===== config.mk =====
export PLATFORM = sky130hd
export DESIGN_NAME = watch_scan_ctrl
export DESIGN_NICKNAME = d
export VERILOG_FILES = /design/src/rtl/watch_scan_ctrl_pkg.sv /design/src/rtl/watch_scan_ctrl_tick_gen.sv /design/src/rtl/watch_scan_ctrl.sv
export SDC_FILE = /design/constraint.sdc
export NUM_CORES = 1
export LEC_CHECK = 0
export ABC_AREA = 1
export CORE_AREA = 5 5 114 116
export CTS_BUF_LIST = sky130_fd_sc_hd__clkbuf_2
export DETAILED_ROUTE_END_ITERATION = 10
export DIE_AREA = 0 0 119 121
export HOLD_SLACK_MARGIN = 0.12
export PLACE_DENSITY_LB_ADDON = 0.12
export SLEW_MARGIN = 0
export SYNTH_ARGS = -nofsm -noshare
export SYNTH_HDL_FRONTEND = slang
export SYNTH_SLANG_ARGS = --single-unit

===== constraint.sdc =====
create_clock -name clk -period 8.29 [get_ports clk]
set_input_delay 1.658 -clock clk [delete_from_list [all_inputs] [get_ports clk]]
set_output_delay 1.658 -clock clk [all_outputs]
set_load 0.02 [all_outputs]

===== src/rtl/watch_scan_ctrl_pkg.sv =====
// ----------------------------------------------------------------------------
// watch_scan_ctrl_pkg
//   Shared constants for the debug-watch scan controller: default datapath
//   widths, the scan_state encodings seen on the scan_state port, and the
//   one-hot codes used on src_sel to pick the display source.
// ----------------------------------------------------------------------------
package watch_scan_ctrl_pkg;

  localparam int DATA_WIDTH    = 32;
  localparam int ADDR_WIDTH    = 32;
  localparam int REG_NUM_WIDTH = 5;

  // scan_state encodings
  localparam logic [1:0] ST_RUN   = 2'd0;
  localparam logic [1:0] ST_PAUSE = 2'd1;
  localparam logic [1:0] ST_STEP  = 2'd2;

  // src_sel one-hot codes
  localparam logic [3:0] SRC_INSTR = 4'b1000;
  localparam logic [3:0] SRC_REG   = 4'b0100;
  localparam logic [3:0] SRC_ALU   = 4'b0010;
  localparam logic [3:0] SRC_MEM   = 4'b0001;

endpackage


===== src/rtl/watch_scan_ctrl_tick_gen.sv =====
// ----------------------------------------------------------------------------
// watch_scan_ctrl_tick_gen
//   Free-running 32-bit divider that produces a one-clk scan tick on each
//   rising edge of the selected divider bit.
// Ports:
//   clk       system clock
//   reset     asynchronous, active-high reset
//   slow_sel  1 = watch cnt[DIV_SLOW], 0 = watch cnt[DIV_FAST]
//   tick      registered one-clk pulse per rising edge of the selected bit
// ----------------------------------------------------------------------------
module watch_scan_ctrl_tick_gen #(
  parameter int DIV_FAST = 24,
  parameter int DIV_SLOW = 27
) (
  input  logic clk,
  input  logic reset,
  input  logic slow_sel,
  output logic tick
);

  logic [31:0] cnt;
  logic        sel_bit;
  logic        prev_bit;
  logic        slow_sel_d;
  logic        sel_switch;

  assign sel_bit    = slow_sel ? cnt[DIV_SLOW] : cnt[DIV_FAST];
  // On the cycle slow_sel changes, prev_bit still belongs to the other
  // divider bit, so any "edge" seen then is bogus and is masked.
  assign sel_switch = slow_sel ^ slow_sel_d;

  always_ff @(posedge clk or posedge reset) begin
    if (reset) begin
      cnt        <= '0;
      prev_bit   <= 1'b0;
      slow_sel_d <= 1'b0;
      tick       <= 1'b0;
    end else begin
      cnt        <= cnt + 32'd1;
      prev_bit   <= sel_bit;
      slow_sel_d <= slow_sel;
      tick       <= sel_bit & ~prev_bit & ~sel_switch;
    end
  end

endmodule


===== src/rtl/watch_scan_ctrl.sv =====
// ----------------------------------------------------------------------------
// watch_scan_ctrl
//   Sequences the CPU debug-watch path: generates scan ticks, steps the
//   register-watch index and memory-watch address (auto on ticks in RUN, or
//   one step per button press while paused), and registers the selected
//   watch source onto the 7-seg display word.
// Ports:
//   clk, reset      clock and asynchronous active-high reset
//   slow_sel        tick rate select (1 = slow divider bit)
//   src_sel         one-hot display source: [3] instr [2] reg [1] alu [0] mem
//   pause           level, stops auto-advance
//   step            level button, each rising edge advances once while paused
//   hold            level, freezes disp_data/disp_valid
//   instr_w, reg_w, alu_w, mem_w   watch sources
//   tick            one-clk scan tick
//   reg_watch_num   register-watch index
//   mem_watch_addr  memory-watch address
//   disp_data       registered display word
//   disp_valid      display word came from a valid one-hot selection
//   scan_state      RUN / PAUSE / STEP
// ----------------------------------------------------------------------------
module watch_scan_ctrl
  import watch_scan_ctrl_pkg::*;
#(
  parameter int DIV_FAST   = 24,
  parameter int DIV_SLOW   = 27,
  parameter int REG_NUM    = 32,
  parameter int ADDR_W     = ADDR_WIDTH,
  parameter int DATA_W     = DATA_WIDTH,
  parameter int MEM_STRIDE = 4,
  parameter int MEM_LIMIT  = 128
) (
  input  logic                       clk,
  input  logic                       reset,
  input  logic                       slow_sel,
  input  logic [3:0]                 src_sel,
  input  logic                       pause,
  input  logic                       step,
  input  logic                       hold,
  input  logic [DATA_W-1:0]          instr_w,
  input  logic [DATA_W-1:0]          reg_w,
  input  logic [DATA_W-1:0]          alu_w,
  input  logic [DATA_W-1:0]          mem_w,
  output logic                       tick,
  output logic [$clog2(REG_NUM)-1:0] reg_watch_num,
  output logic [ADDR_W-1:0]          mem_watch_addr,
  output logic [DATA_W-1:0]          disp_data,
  output logic                       disp_valid,
  output logic [1:0]                 scan_state
);

  localparam int REG_W = $clog2(REG_NUM);
  localparam logic [REG_W-1:0] REG_LAST   = REG_W'(REG_NUM - 1);
  localparam logic [ADDR_W:0]  STRIDE_EXT = (ADDR_W+1)'(MEM_STRIDE);
  localparam logic [ADDR_W:0]  LIMIT_EXT  = (ADDR_W+1)'(MEM_LIMIT);

  function automatic logic [REG_W-1:0] next_reg(input logic [REG_W-1:0] n);
    return (n == REG_LAST) ? '0 : n + 1'b1;
  endfunction

  // One extra bit so a+stride cannot overflow before the limit compare.
  function automatic logic [ADDR_W-1:0] next_addr(input logic [ADDR_W-1:0] a);
    logic [ADDR_W:0] sum;
    sum = {1'b0, a} + STRIDE_EXT;
    return (sum >= LIMIT_EXT) ? '0 : sum[ADDR_W-1:0];
  endfunction

  watch_scan_ctrl_tick_gen #(
    .DIV_FAST (DIV_FAST),
    .DIV_SLOW (DIV_SLOW)
  ) u_tick_gen (
    .clk      (clk),
    .reset    (reset),
    .slow_sel (slow_sel),
    .tick     (tick)
  );

  logic       step_d;
  logic       step_rise;
  logic       advance;
  logic [1:0] state_next;

  // step_d tracks the button in every state, so a press made while running
  // is consumed there and never replays on entering PAUSE.
  assign step_rise = step & ~step_d;

  always_comb begin
    state_next = scan_state;
    advance    = 1'b0;
    case (scan_state)
      ST_RUN: begin
        if (pause)     state_next = ST_PAUSE;
        else if (tick) advance    = 1'b1;
      end
      ST_PAUSE: begin
        if (!pause)         state_next = ST_RUN;
        else if (step_rise) state_next = ST_STEP;
      end
      ST_STEP: begin
        advance    = 1'b1;
        state_next = ST_PAUSE;
      end
      default: state_next = ST_RUN;
    endcase
  end

  always_ff @(posedge clk or posedge reset) begin
    if (reset) begin
      scan_state     <= ST_RUN;
      step_d         <= 1'b0;
      reg_watch_num  <= '0;
      mem_watch_addr <= '0;
    end else begin
      scan_state <= state_next;
      step_d     <= step;
      if (advance) begin
        reg_watch_num  <= next_reg(reg_watch_num);
        mem_watch_addr <= next_addr(mem_watch_addr);
      end
    end
  end

  logic [DATA_W-1:0] sel_data;
  logic              sel_ok;

  // Zero or multi-hot selections fall to the default: blank, not valid.
  always_comb begin
    sel_data = '0;
    sel_ok   = 1'b0;
    case (src_sel)
      SRC_INSTR: begin sel_data = instr_w; sel_ok = 1'b1; end
      SRC_REG:   begin sel_data = reg_w;   sel_ok = 1'b1; end
      SRC_ALU:   begin sel_data = alu_w;   sel_ok = 1'b1; end
      SRC_MEM:   begin sel_data = mem_w;   sel_ok = 1'b1; end
      default:   begin sel_data = '0;      sel_ok = 1'b0; end
    endcase
  end

  always_ff @(posedge clk or posedge reset) begin
    if (reset) begin
      disp_data  <= '0;
      disp_valid <= 1'b0;
    end else if (!hold) begin
      disp_data  <= sel_data;
      disp_valid <= sel_ok;
    end
  end

endmodule


; Word-level counts from Yosys, hierarchy flattened
; Index checks and enable logic that the tools add are counted.
[totals]
regBits = 108
latch_bits = 0
mem_bits_rw = 0
romBits = 0
in_bits = 138
output_inout_bits = 73
elab_cells = 45
mem_count = 0
[op_classes]
n_addsub = 3
multipliers = 0
div_mod_pow = 0
magnitude_cmp = 1
eq_ne = 9
n_shift = 0
mux = 12
bitwise = 7
reduce_logical = 3
[op_table]
columns = operator, count
row1 = case mux 32 bit (4 select lines), 1
row2 = adder 32 x 3 -> 33 bit (second input constant), 1
row3 = greater-or-equal comparator 33 x 8 -> 1 bit (second input constant), 1
row4 = adder 32 x 1 -> 32 bit (second input constant), 1
row5 = two-way mux 32 bit, 1
row6 = two-way mux 2 bit, 3
row7 = case mux 2 bit (3 select lines), 1
row8 = adder 5 x 1 -> 5 bit (second input constant), 1
row9 = == test 5 bit (second input constant), 1
row10 = two-way mux 5 bit, 1
row11 = == test 4 x 1 -> 1 bit (second input constant), 1
row12 = == test 4 x 2 -> 1 bit (second input constant), 1
row13 = == test 4 x 3 -> 1 bit (second input constant), 1
row14 = == test 4 bit (second input constant), 1
row15 = two-way mux 1 bit, 4
row16 = OR reduction 4 bit, 1
row17 = AND 1 bit, 3
row18 = != test 3 bit (second input constant), 1
row19 = NOT 1 bit, 3
row20 = == test 2 x 1 -> 1 bit (second input constant), 1
row21 = == test 2 bit (second input constant), 1
row22 = logical NOT 2 bit, 1
row23 = != test 2 bit (second input constant), 1
row24 = case mux 1 bit (2 select lines), 1
row25 = other kinds (2), 2

; Logic depth before layout (Yosys ltp)
; Gate-level depths: netlist of the first run.
[depth]
word_depth = 5
mapped_depth = 13
mapped_depth_nobuf = 13

; By module
; From an unflattened synthesis of the first run, not the netlist that was laid out.
[hier_totals]
hier_cells = 840
area_unflattened_um2 = 5869.4
[modules_own_cells]
columns = mod, instances, cells_per_inst, area_per_inst_um2
row1 = watch_scan_ctrl, 1, 648, 4304.1
row2 = watch_scan_ctrl_tick_gen, 1, 192, 1565.3

; Least setup slack after synthesis of the first run
; OpenSTA, ideal clock, no wires.
[synth_path]
kind = in2reg
startpoint = input port src_sel[1]
endpoint = register disp_data[17]
setup_ns = 0.083
arrival_ns = 2.746
required_ns = 8.207
slack_ns = 5.461
stages = 8
cell_sequence = nor2_1 -> inv_1 -> nor3_1 -> clkbuf_1 -> nand2_1 -> nand2_1 -> a221oi_1 -> o21ai_0
[synth_between]
elab_chain_len = 2
word_cells_on_any_way = 5
cone_classes = eq/ne: 4 / mux: 1
[synth_lines]
columns = item, line
row1 = start: declaration, watch_scan_ctrl.sv:36  ; input logic [3:0] src_sel,
row2 = == test 4 x 1 -> 1 bit (tied with other cells), watch_scan_ctrl.sv:130  ; case (src_sel)
row3 = case mux 32 bit (4 select lines) *, watch_scan_ctrl.sv:130
row4 = end signal: assignment, watch_scan_ctrl.sv:144  ; disp_data <= sel_data;
row5 = end: declaration, watch_scan_ctrl.sv:47  ; output logic [DATA_W-1:0] disp_data,
; Mark *: on every way between the ends. The rest lies on a longest branch, timed or not.
; A chain may end at the register's enable or synchronous reset.

; Worst setup path after layout of the first run
[layout_path]
startpoint = register mem_watch_addr[4]
endpoint = output port mem_watch_addr[4]
[layout_rtl]
columns = item, line
row1 = start: declaration, watch_scan_ctrl.sv:46  ; output logic [ADDR_W-1:0] mem_watch_addr,
row2 = start signal: assignment, watch_scan_ctrl.sv:118  ; mem_watch_addr <= next_addr(mem_watch_addr);
; No word-level cell between the ends.

==> results of run 1 <==
## where the power goes
group / internal (mW) / leakage (nW) / switching (mW) / total, mW
sequential: 0.545 / 1.36 / 0.0513 / 0.596
clock: 0.105 / 0.0910 / 0.184 / 0.289
combinational: 0.190 / 2.16 / 0.199 / 0.389
## state kept, by name (all words and copies together), names as in the netlist
signal / cells
u_tick_gen.tick: 1
disp_valid: 1
u_tick_gen.cnt: 28
disp_data: 32
u_tick_gen.prev_bit: 1
step_d: 1
reg_watch_num: 5
scan_state: 2
u_tick_gen.slow_sel_d: 1
mem_watch_addr: 30
## routing by layer
layer  routed length [um]  vias up  track usage
met5                    0        -            0
met4                  766        0        0.130
met3                 1600       52       0.0918
met2                 8330      197        0.406
met1                 6850     2607        0.272
li1                     -     2863            -
## final timing paths
path / startpoint / endpoint / slack [ns]
max in group asynchronous: reset / disp_data[8]$_DFFE_PP0N_ / 5.70
min in group asynchronous: reset / u_tick_gen.cnt[15]$_DFF_PP0_ / 1.32
worst max-delay path: mem_watch_addr[4]$_DFFE_PP0P_ / mem_watch_addr[4] / 4.78
worst min-delay path: u_tick_gen.prev_bit$_DFF_PP0_ / u_tick_gen.tick$_DFF_PP0_ / 0.43
worst max register to register: mem_watch_addr[3]$_DFFE_PP0P_ / mem_watch_addr[2]$_DFFE_PP0P_ / 6.15
worst min register to register: u_tick_gen.prev_bit$_DFF_PP0_ / u_tick_gen.tick$_DFF_PP0_ / 0.43
## per-stage QoR
| step | worst slack [ns] | cells | cell area, um2 | util | hold WS (ns) |
|---|---|---|---|---|---|
| floorplan | 3.96 | 768 | 5790 | - | 0.387 |
| global placement | 4.63 | 1103 | 8000 | 0.678 | 0.391 |
| detailed placement | 4.53 | 1103 | 8000 | 0.678 | 0.406 |
| CTS | 4.73 | 1119 | 8150 | 0.690 | 0.436 |
| global route | 4.70 | 1121 | 8160 | 0.691 | 0.438 |
| finish | 4.78 | 1121 | 8160 | 0.691 | 0.431 |
## cells in the mapped netlist
master / n / area (um2)
nor3_1: 8 / 40.0
nor2_2: 11 / 68.8
inv_2: 4 / 15.0
inv_1: 63 / 236
nand4_1: 14 / 87.6
nor3b_1: 1 / 7.51
nand2_2: 8 / 50.1
and2_1: 1 / 6.26
o21a_1: 2 / 15.0
ha_1: 4 / 50.1
o21ai_1: 20 / 100
clkbuf_1: 19 / 71.3
buf_1: 3 / 11.3
conb_1: 1 / 3.75
buf_2: 1 / 5.00
a21oi_2: 1 / 8.76
xor2_1: 17 / 149
nand3b_1: 2 / 15.0
dfrtp_1: 102 / 2550
xnor2_1: 13 / 114
nor2_1: 77 / 289
buf_4: 2 / 15.0
nand3b_2: 1 / 11.3
nor2_8: 2 / 40.0
o21ai_2: 4 / 35.0
nor2_4: 8 / 90.1
nor4_2: 1 / 12.5
a221oi_1: 23 / 201
nand3_1: 38 / 190
nand3_4: 2 / 35.0
o21ai_0: 20 / 100
nand2_4: 2 / 22.5
nor4_1: 3 / 18.8
nand2_1: 274 / 1030
a21oi_1: 13 / 65.1
nor3_2: 2 / 20.0
## layout make-up
| type | instances | area (um2) |
|---|---|---|
| fill | 1015 | 3650 |
| multi-input combinational | 574 | 2900 |
| sequential | 102 | 2550 |
| timing repair buffer | 213 | 2110 |
| inverter | 67 | 254 |
| tap | 147 | 184 |
| clock inverter | 7 | 106 |
| clock buffer | 9 | 45.0 |
| antenna | 2 | 5.00 |
## kinds of logic (layout without fill, tap and decap cells)
logic type / Yosys count / after routing / synth area share
compound gates: 83 / 83 / 0.0909
xor+xnor: 30 / 30 / 0.0454
fa+ha+maj: 4 / 4 / 0.00866
buf+inv: 92 / 296 / 0.0612
flops: 102 / 102 / 0.441
other cells: 1 / 4 / 0.000649
simple gates: 455 / 455 / 0.352
## cells in the final DEF (no fill, tap or decap), types with 14 or more instances in the layout
cell type,n
xor2_1,17
inv_1,62
nor2_1,77
nand2_1,274
o21ai_0,20
o21ai_1,20
a221oi_1,23
dfrtp_1,102
nand3_1,38
nand4_1,14
clkdlybuf4s50_1,207
==> impl_results.md, run 1 <==
* Max-slew violations at 0
* Number of maximum-capacitance violations at 0
* Maximum clock frequency at 0.285 GHz
* Distinct cell type count of the synthesized netlist at 36
* Overall Power at 1.27 mW
* WP buf/inv at 1
* CTS hold repair buffers at 0
* Total gr overflow at 0
* Synthesis warning total at 0
* Wire length of the first global-routing pass at between 20000 and 30000 um
* Worst Skew at 0.0406 ns
* Mapped Avg Cell Area at 7.54 um2
* Overall die area at 14400 um2
* Total DRC errors in the routed layout at 0
* Root Buffer: clkbuf_2
* Setup violations, final at 0
* Cell depth of the worst hold path at 1
* Final worst path period share at 0.423
* Post-synthesis sequential element count at 102
* Via-per-instance ratio at 5.10
* Type of origin of the critical path: register
* Core Area at 11800 um2
* CTS H-tree lvls at 3
* Vias at 5719
* Type of the worst min-delay path: reg2reg
* Initial Utilization at 0.490
* RD Place Congestion at 0.929
* Data arrival time of the critical path at 1.85 ns
* Layout cells sized above 1 at 0.0730
* Type of the worst setup path: reg2out
* CTS tree: built
* Vertical die dimension at 121 um
* Worst R2R Path Depth at 13
* Quantity of I/O buffers inserted on ports at ~210
* Number of global-route vias before repair at 5600
* Pin slew with the least headroom to its limit at around 1.1 ns
* Remaining antenna violation count at 0
* # rows at 40
* Post-synthesis instance area at 5780 um2
* Post-synthesis to final-layout area growth at 41.1%
* Clock Sinks at 102
* Crit-path leading delay family: buffers and inverters
* Cell leakage power at 3.62 nW
* Number of buffers created by CTS at 9
* Antenna violations before repair at 2
* Peak fanout along the critical path at 6
* Syn Inst Count at about 770
* Average wire per standard cell at ~16 um
* Clock latency on the worst-skew pair at 0.62 ns
* Type of destination of the critical path: primary output
* Final-layout setup total negative slack at 0 ns
* Critical path, cell by cell: clkdlybuf4s50_1
* Number of top-level pins at 211
* Proportion of synthesized chip area in sequential cells at 0.441
* Final HPWL from detailed placement at 13600 um
* Maximum buffer depth of the clock tree at 2
* Standard cell with the maximum stage delay on the critical path: clkdlybuf4s50_1
* CTS clk-pin slew, worst paths at 0.32 ns
* Resized cells post-CTS at 0
* Final wirelength at 17500 um
* Pin count of the biggest net entering global routing at 71
* Die extent in x at roughly 120 um
* Final net count at between 1000 and 1500
* Run status: completed
* Post-layout min period at between 3 and 4 ns
* Drt pass-1 iters at 5
* VDD IR-drop max at 0.0757 mV
* CP max stage delay at 0.66 ns
* Setup repair after global routing missed its margin: false
* Required time reported for the critical path endpoint at 6.63 ns
* Crit. path cell count at 1
* Iter 0 DRT Violations at 337
* Hold violation total from the final report at 0
* Global routing usage summed across all routing layers at 0.244
* Worst rel slew slack at 0.279
* Cell Pwr Density at between 150 and 200 nW/um2
* Total setup buffers inserted after CTS at 0
Note: power is estimated with default switching activity, not from simulation.
==> run 2, diff against run 1 <==
--- a/config.mk
+++ b/config.mk
@@ -6,10 +6,10 @@
 export NUM_CORES = 1
 export LEC_CHECK = 0
 export ABC_AREA = 1
-export CORE_AREA = 5 5 114 116
+export CORE_AREA = 5 5 117 119
 export CTS_BUF_LIST = sky130_fd_sc_hd__clkbuf_2
 export DETAILED_ROUTE_END_ITERATION = 10
-export DIE_AREA = 0 0 119 121
+export DIE_AREA = 0 0 122 124
 export HOLD_SLACK_MARGIN = 0.12
 export PLACE_DENSITY_LB_ADDON = 0.12
 export SLEW_MARGIN = 0
==> constraint.sdc (replaced) <==
create_clock -name clk -period 3.5 [get_ports clk]
set_input_delay 0.7 -clock clk [delete_from_list [all_inputs] [get_ports clk]]
set_output_delay 0.7 -clock clk [all_outputs]
set_load 0.02 [all_outputs]
==> run 2 against run 1 <==
Global-route usage down 0.84 points. Non-clock buffer count up 4. Die area up 5.1%. Final area up 0.40%. Clock power up 110%.
==> impl_results.md, run 2 (synthesis gave the netlist of run 1 again) <==
* Logic pwr share at 0.315
* Worst Skew at 0.0157 ns
* Number of buffers created by CTS at 9
* Run status: completed
* Cell Pwr Density at 358 nW/um2
* Biggest registers after layout: disp_data (32), mem_watch_addr (30), u_tick_gen.cnt (28)
* Final-layout setup total negative slack at 0 ns
* Clock Sinks at 102
* Max-slew violations at 0
* CP max stage delay at 0.65 ns
* Flip-flop count of the largest register after layout at 32
* Finished layout cell area at 8190 um2
* Number of maximum-capacitance violations at 0
* Cell internal pwr at 1.92 mW
* Switching share of total power at 0.345
* Type of origin of the critical path: register
* Vertical die dimension at 124 um
* Critical path, cell by cell: clkdlybuf4s50_1
* Resized cells post-CTS at 0
* Share of power burned in the clock network at 0.203
* Maximum clock frequency at about 0.40 GHz
* Type of the worst min-delay path: reg2reg
* Antenna violations before repair at 1
* Placement-stage cell area at between 8000 and 9000 um2
* Type of the worst setup path: reg2out
* Quantity of I/O buffers inserted on ports at about 210
* Overall Power at 2.93 mW
* Final worst path period share at 0.714
* Iter 0 DRT Violations at 344
* Largest reg by FF count: disp_data
* CTS H-tree lvls at 3
* Worst rel slew slack at 0.303
* VDD IR-drop max at 0.139 mV
* Root Buffer: clkbuf_2
* Total setup buffers inserted after CTS at 0
* Number of top-level pins at 211
* Sequential share of power at 0.483
* Most common cell after layout, fill and taps aside: nand2_1
* Core Area at 12500 um2
* Crit-path leading delay family: buffers and inverters
* Final net count at 1113
* # rows at 41
* Setup violations, final at 0
* Count of placed standard cells including taps at 1132
* Placement-stage worst setup slack at 1.03 ns
* Required time reported for the critical path endpoint at 2.80 ns
* Peak fanout along the critical path at 6
* Total DRC errors in the routed layout at 0
* Post-synthesis to final-layout area growth at 41.7%
* Pin slew with the least headroom to its limit at 1.05 ns
* Type of destination of the critical path: primary output
* CTS hold repair buffers at 0
* Final HPWL from detailed placement at 13900 um
* Average wire per standard cell at 15.1 um
* Cell leakage power at 3.62 nW
* Standard cell with the maximum stage delay on the critical path: clkdlybuf4s50_1
* Die extent in x at 122 um
* Number of global-route vias before repair at 5677
* Clock latency on the worst-skew pair at 0.60 ns
* Remaining antenna violation count at 0
* Layout cells sized above 1 at 0.0768
* Vias at 5654
* Total gr overflow at 0
* # fillers at roughly 1100
* Data arrival time of the critical path at 1.80 ns
* Maximum buffer depth of the clock tree at 2
* RD Place Congestion at 0.938
* Setup repair after global routing missed its margin: false
* Wire length of the first global-routing pass at 27900 um
* Net Switching at 1.01 mW
* Drt pass-1 iters at 5
* CTS clk-pin slew, worst paths at 0.28 ns
* Overall die area at 15100 um2
* Setup WS post-layout at 1.00 ns
* WP buf/inv at 1
* CTS tree: built
* Global routing usage summed across all routing layers at 0.236
* Initial Utilization at 0.464
* Top library cells by usage in the layout, fill and taps aside: 274 x nand2_1, 207 x clkdlybuf4s50_1, 102 x dfrtp_1
* Hold violation total from the final report at 0
* Pin count of the biggest net entering global routing at 67
* Final Non-Filler Cells at 1150
* Via-per-instance ratio at 4.92
* Final wirelength at 17400 um
* Post-layout min period at 2.50 ns
## run 2: cell types whose count changed in the layout (fill, tap and decap cells not counted)
cell,previous run,this run
clkinv_8,1,0
bufinv_16,2,1
inv_6,1,2
clkinv_4,0,1
buf_4,5,9
## run 2: cell type report
class                      instances  area (um2)  area share
inverter                          67         254      0.0310
sequential                       102        2550       0.312
clock inverter                     7        77.6     0.00947
antenna                            2        5.00    0.000611
tap                              172         215      0.0263
multi-input combinational        574        2900       0.354
clock buffer                       9        45.0     0.00550
timing repair buffer             217        2140       0.262
## run 2: stage by stage
step	util	hold slack, ns
2_1_floorplan	-	0.387
3_3_place_gp	0.647	0.396
3_5_place_dp	0.647	0.395
4_1_cts	0.657	0.425
5_1_grt	0.657	0.446
6_report	0.657	0.420
## run 2: metal layers
metal	track usage	vias up	routed length (um)
met5	0	-	0
li1	-	2872	-
met4	0.101	0	603
met3	0.0745	39	1520
met1	0.270	2558	6810
met2	0.407	185	8470
## run 2: power by group through the flow
stage	logic, mW	clock network (mW)	registers [mW]
after global routing	1.01	0.661	1.43
after CTS	0.933	0.615	1.41
final	0.923	0.594	1.42
after global placement	0.922	0	1.43
after detailed placement	0.931	0	1.43
after floorplan	0.332	0	1.54
## run 2: worst paths after layout
kind	depth (start not counted)	endpoint	from	slack (ns)
setup / recovery	1	mem_watch_addr[5]	mem_watch_addr[5]$_DFFE_PP0P_	1.0
max in group asynchronous	3	disp_data[20]$_DFFE_PP0N_	reset	2.35
setup reg to reg	13	mem_watch_addr[4]$_DFFE_PP0P_	mem_watch_addr[3]$_DFFE_PP0P_	1.40
hold reg to reg	1	u_tick_gen.tick$_DFF_PP0_	u_tick_gen.prev_bit$_DFF_PP0_	0.42
min in group asynchronous	2	u_tick_gen.cnt[17]$_DFF_PP0_	reset	0.46
hold / removal	1	u_tick_gen.tick$_DFF_PP0_	u_tick_gen.prev_bit$_DFF_PP0_	0.42
==> run 3, diff against run 2 <==
==> constraint.sdc (replaced) <==
create_clock -name clk -period 2.5 [get_ports clk]
set_input_delay 0.5 -clock clk [delete_from_list [all_inputs] [get_ports clk]]
set_output_delay 0.5 -clock clk [all_outputs]
set_load 0.02 [all_outputs]
==> run 3 against run 2 <==
Die area is the same. Critical endpoint unchanged. Non-clock buffer count rose by 3. Final area is 0.89% higher.
==> impl_results.md, run 3 (synthesis gave the netlist of run 1 again) <==
* Clock latency on the worst-skew pair at 0.62 ns
* Worst Skew at 0.0475 ns
* Worst rel slew slack at 0.636
* WL met3 at 1670 um
* Average wire per standard cell at 15.2 um
* Hold violation total from the final report at 0
* Total setup buffers inserted after CTS at 0
* Type of the worst min-delay path: in2async
* Quantity of I/O buffers inserted on ports at 208
* Setup violations, final at 0
* Root Buffer: clkbuf_2
* Resized cells post-CTS at 0
* Final net count at 1116
* Vertical die dimension at 124 um
* Pin slew with the least headroom to its limit at 0.546 ns
* RD Place Congestion at slightly below 0.9
* Worst R2R Path Depth at 13
* Worst reg2reg setup slack at 0.37 ns
* Vias at ~5700
* Overall Power at just over 4 mW
* CTS tree: built
* # rows at 41
* CTS H-tree lvls at 3
* Biggest registers after layout: disp_data (32), mem_watch_addr (30), u_tick_gen.cnt (28)
* Number of maximum-capacitance violations at 0
* Overall die area at roughly 15000 um2
* Post-layout min period at ~2.3 ns
* Final worst path period share at 0.937
* Max-slew violations at 0
* WP buf/inv at 1
* Cell Pwr Density at 492 nW/um2
* Iter 0 DRT Violations at approximately 370
* Crit-path leading delay family: buffers and inverters
* Maximum buffer depth of the clock tree at 2
* Clock Sinks at 102
* Pin count of the biggest net entering global routing at 59
* DR top layer: met4
* Initial Utilization at 0.464
* Worst R2R End: mem_watch_addr[3]$_DFFE_PP0P_
* Core Area at about 12000 um2
* Largest reg by FF count: disp_data
* Remaining antenna violation count at 0
* Worst reg2reg path startpoint: mem_watch_addr[3]$_DFFE_PP0P_
* Type of origin of the critical path: register
* Number of top-level pins at 211
* Maximum clock frequency at 0.427 GHz
* Type of the worst setup path: reg2out
* Peak fanout along the critical path at 6
* Drt pass-1 iters at 7
* Post-synthesis to final-layout area growth at 42.9%
* Setup repair after global routing missed its margin: false
* Type of destination of the critical path: primary output
* Global routing usage summed across all routing layers at 0.241
* Top library cells by usage in the layout, fill and taps aside: 274 x nand2_1, 207 x clkdlybuf4s50_1, 102 x dfrtp_1
* Layout cells sized above 1 at 0.0787
* Antenna violations before repair at 0
* Final-layout setup total negative slack at 0 ns
* Wire length of the first global-routing pass at 28400 um
* Die extent in x at 122 um
* Data arrival time of the critical path at ~1.8 ns
* Most common cell after layout, fill and taps aside: nand2_1
* Standard cell with the maximum stage delay on the critical path: clkdlybuf4s50_1
* Flip-flop count of the largest register after layout at 32
* Crit. path cell count at 1
* Met2 wire length at 8810 um
* CP max stage delay at 0.66 ns
* Critical path, cell by cell: clkdlybuf4s50_1
* Post-layout utilization of the core at 0.663
* M1 WL at 6710 um
* CTS clk-pin slew, worst paths at 0.31 ns
* Total DRC errors in the routed layout at 0
* VDD IR-drop max at roughly 0.24 mV
* Number of buffers created by CTS at 9
* Total gr overflow at 0
* CTS hold repair buffers at 0
* Number of global-route vias before repair at 5623
* Via-per-instance ratio at 4.97
* Run status: completed
* Cell leakage power at about 3.6 nW
* Final wirelength at 17500 um
* Required time reported for the critical path endpoint at 2.00 ns
* Final HPWL from detailed placement at 14000 um
## run 3: where the power goes
group	switching, mW	internal [mW]	leakage, nW
clock	0.615	0.157	0.0692
sequential	0.176	1.81	1.36
combinational	0.664	0.644	2.21
## run 3: metrics by stage
step | hold WS, ns | worst slack, ns | instances | area [um2]
6_report | 0.187 | 0.157 | 1152 | 8260
5_1_grt | 0.137 | 0.0324 | 1151 | 8260
3_3_place_gp | 0.392 | 0.279 | 1135 | 8150
2_1_floorplan | 0.387 | 0.613 | 768 | 5790
4_1_cts | 0.127 | 0.0888 | 1151 | 8260
3_5_place_dp | 0.410 | 0.226 | 1135 | 8150
## run 3: how the worst max path moves through the flow
stage,start,endpoint,slack [ns]
5_1_grt,mem_watch_addr[5]$_DFFE_PP0P_,mem_watch_addr[5],0.03
2_1_floorplan,mem_watch_addr[3]$_DFFE_PP0P_,mem_watch_addr[4]$_DFFE_PP0P_,0.61
3_3_place_gp,src_sel[2],disp_data[2]$_DFFE_PP0N_,0.28
3_5_place_dp,src_sel[2],disp_data[29]$_DFFE_PP0N_,0.23
4_1_cts,mem_watch_addr[5]$_DFFE_PP0P_,mem_watch_addr[5],0.09
6_report,mem_watch_addr[5]$_DFFE_PP0P_,mem_watch_addr[5],0.16
## run 3: metal layers
metal / vias to the layer above / GRT usage
met2: 209 / 0.422
met3: 22 / 0.0836
met5: - / 0
met4: 0 / 0.0791
li1: 2880 / -
met1: 2620 / 0.277
## run 3: layout make-up
class / count / area (um2)
Fill cell: 1142 / 4200
Multi-Input combinational cell: 574 / 2900
Sequential cell: 102 / 2550
Timing Repair Buffer: 220 / 2230
Inverter: 67 / 255
Tap cell: 172 / 215
Clock inverter: 7 / 66.3
Clock buffer: 9 / 45.0
Antenna cell: 1 / 2.50
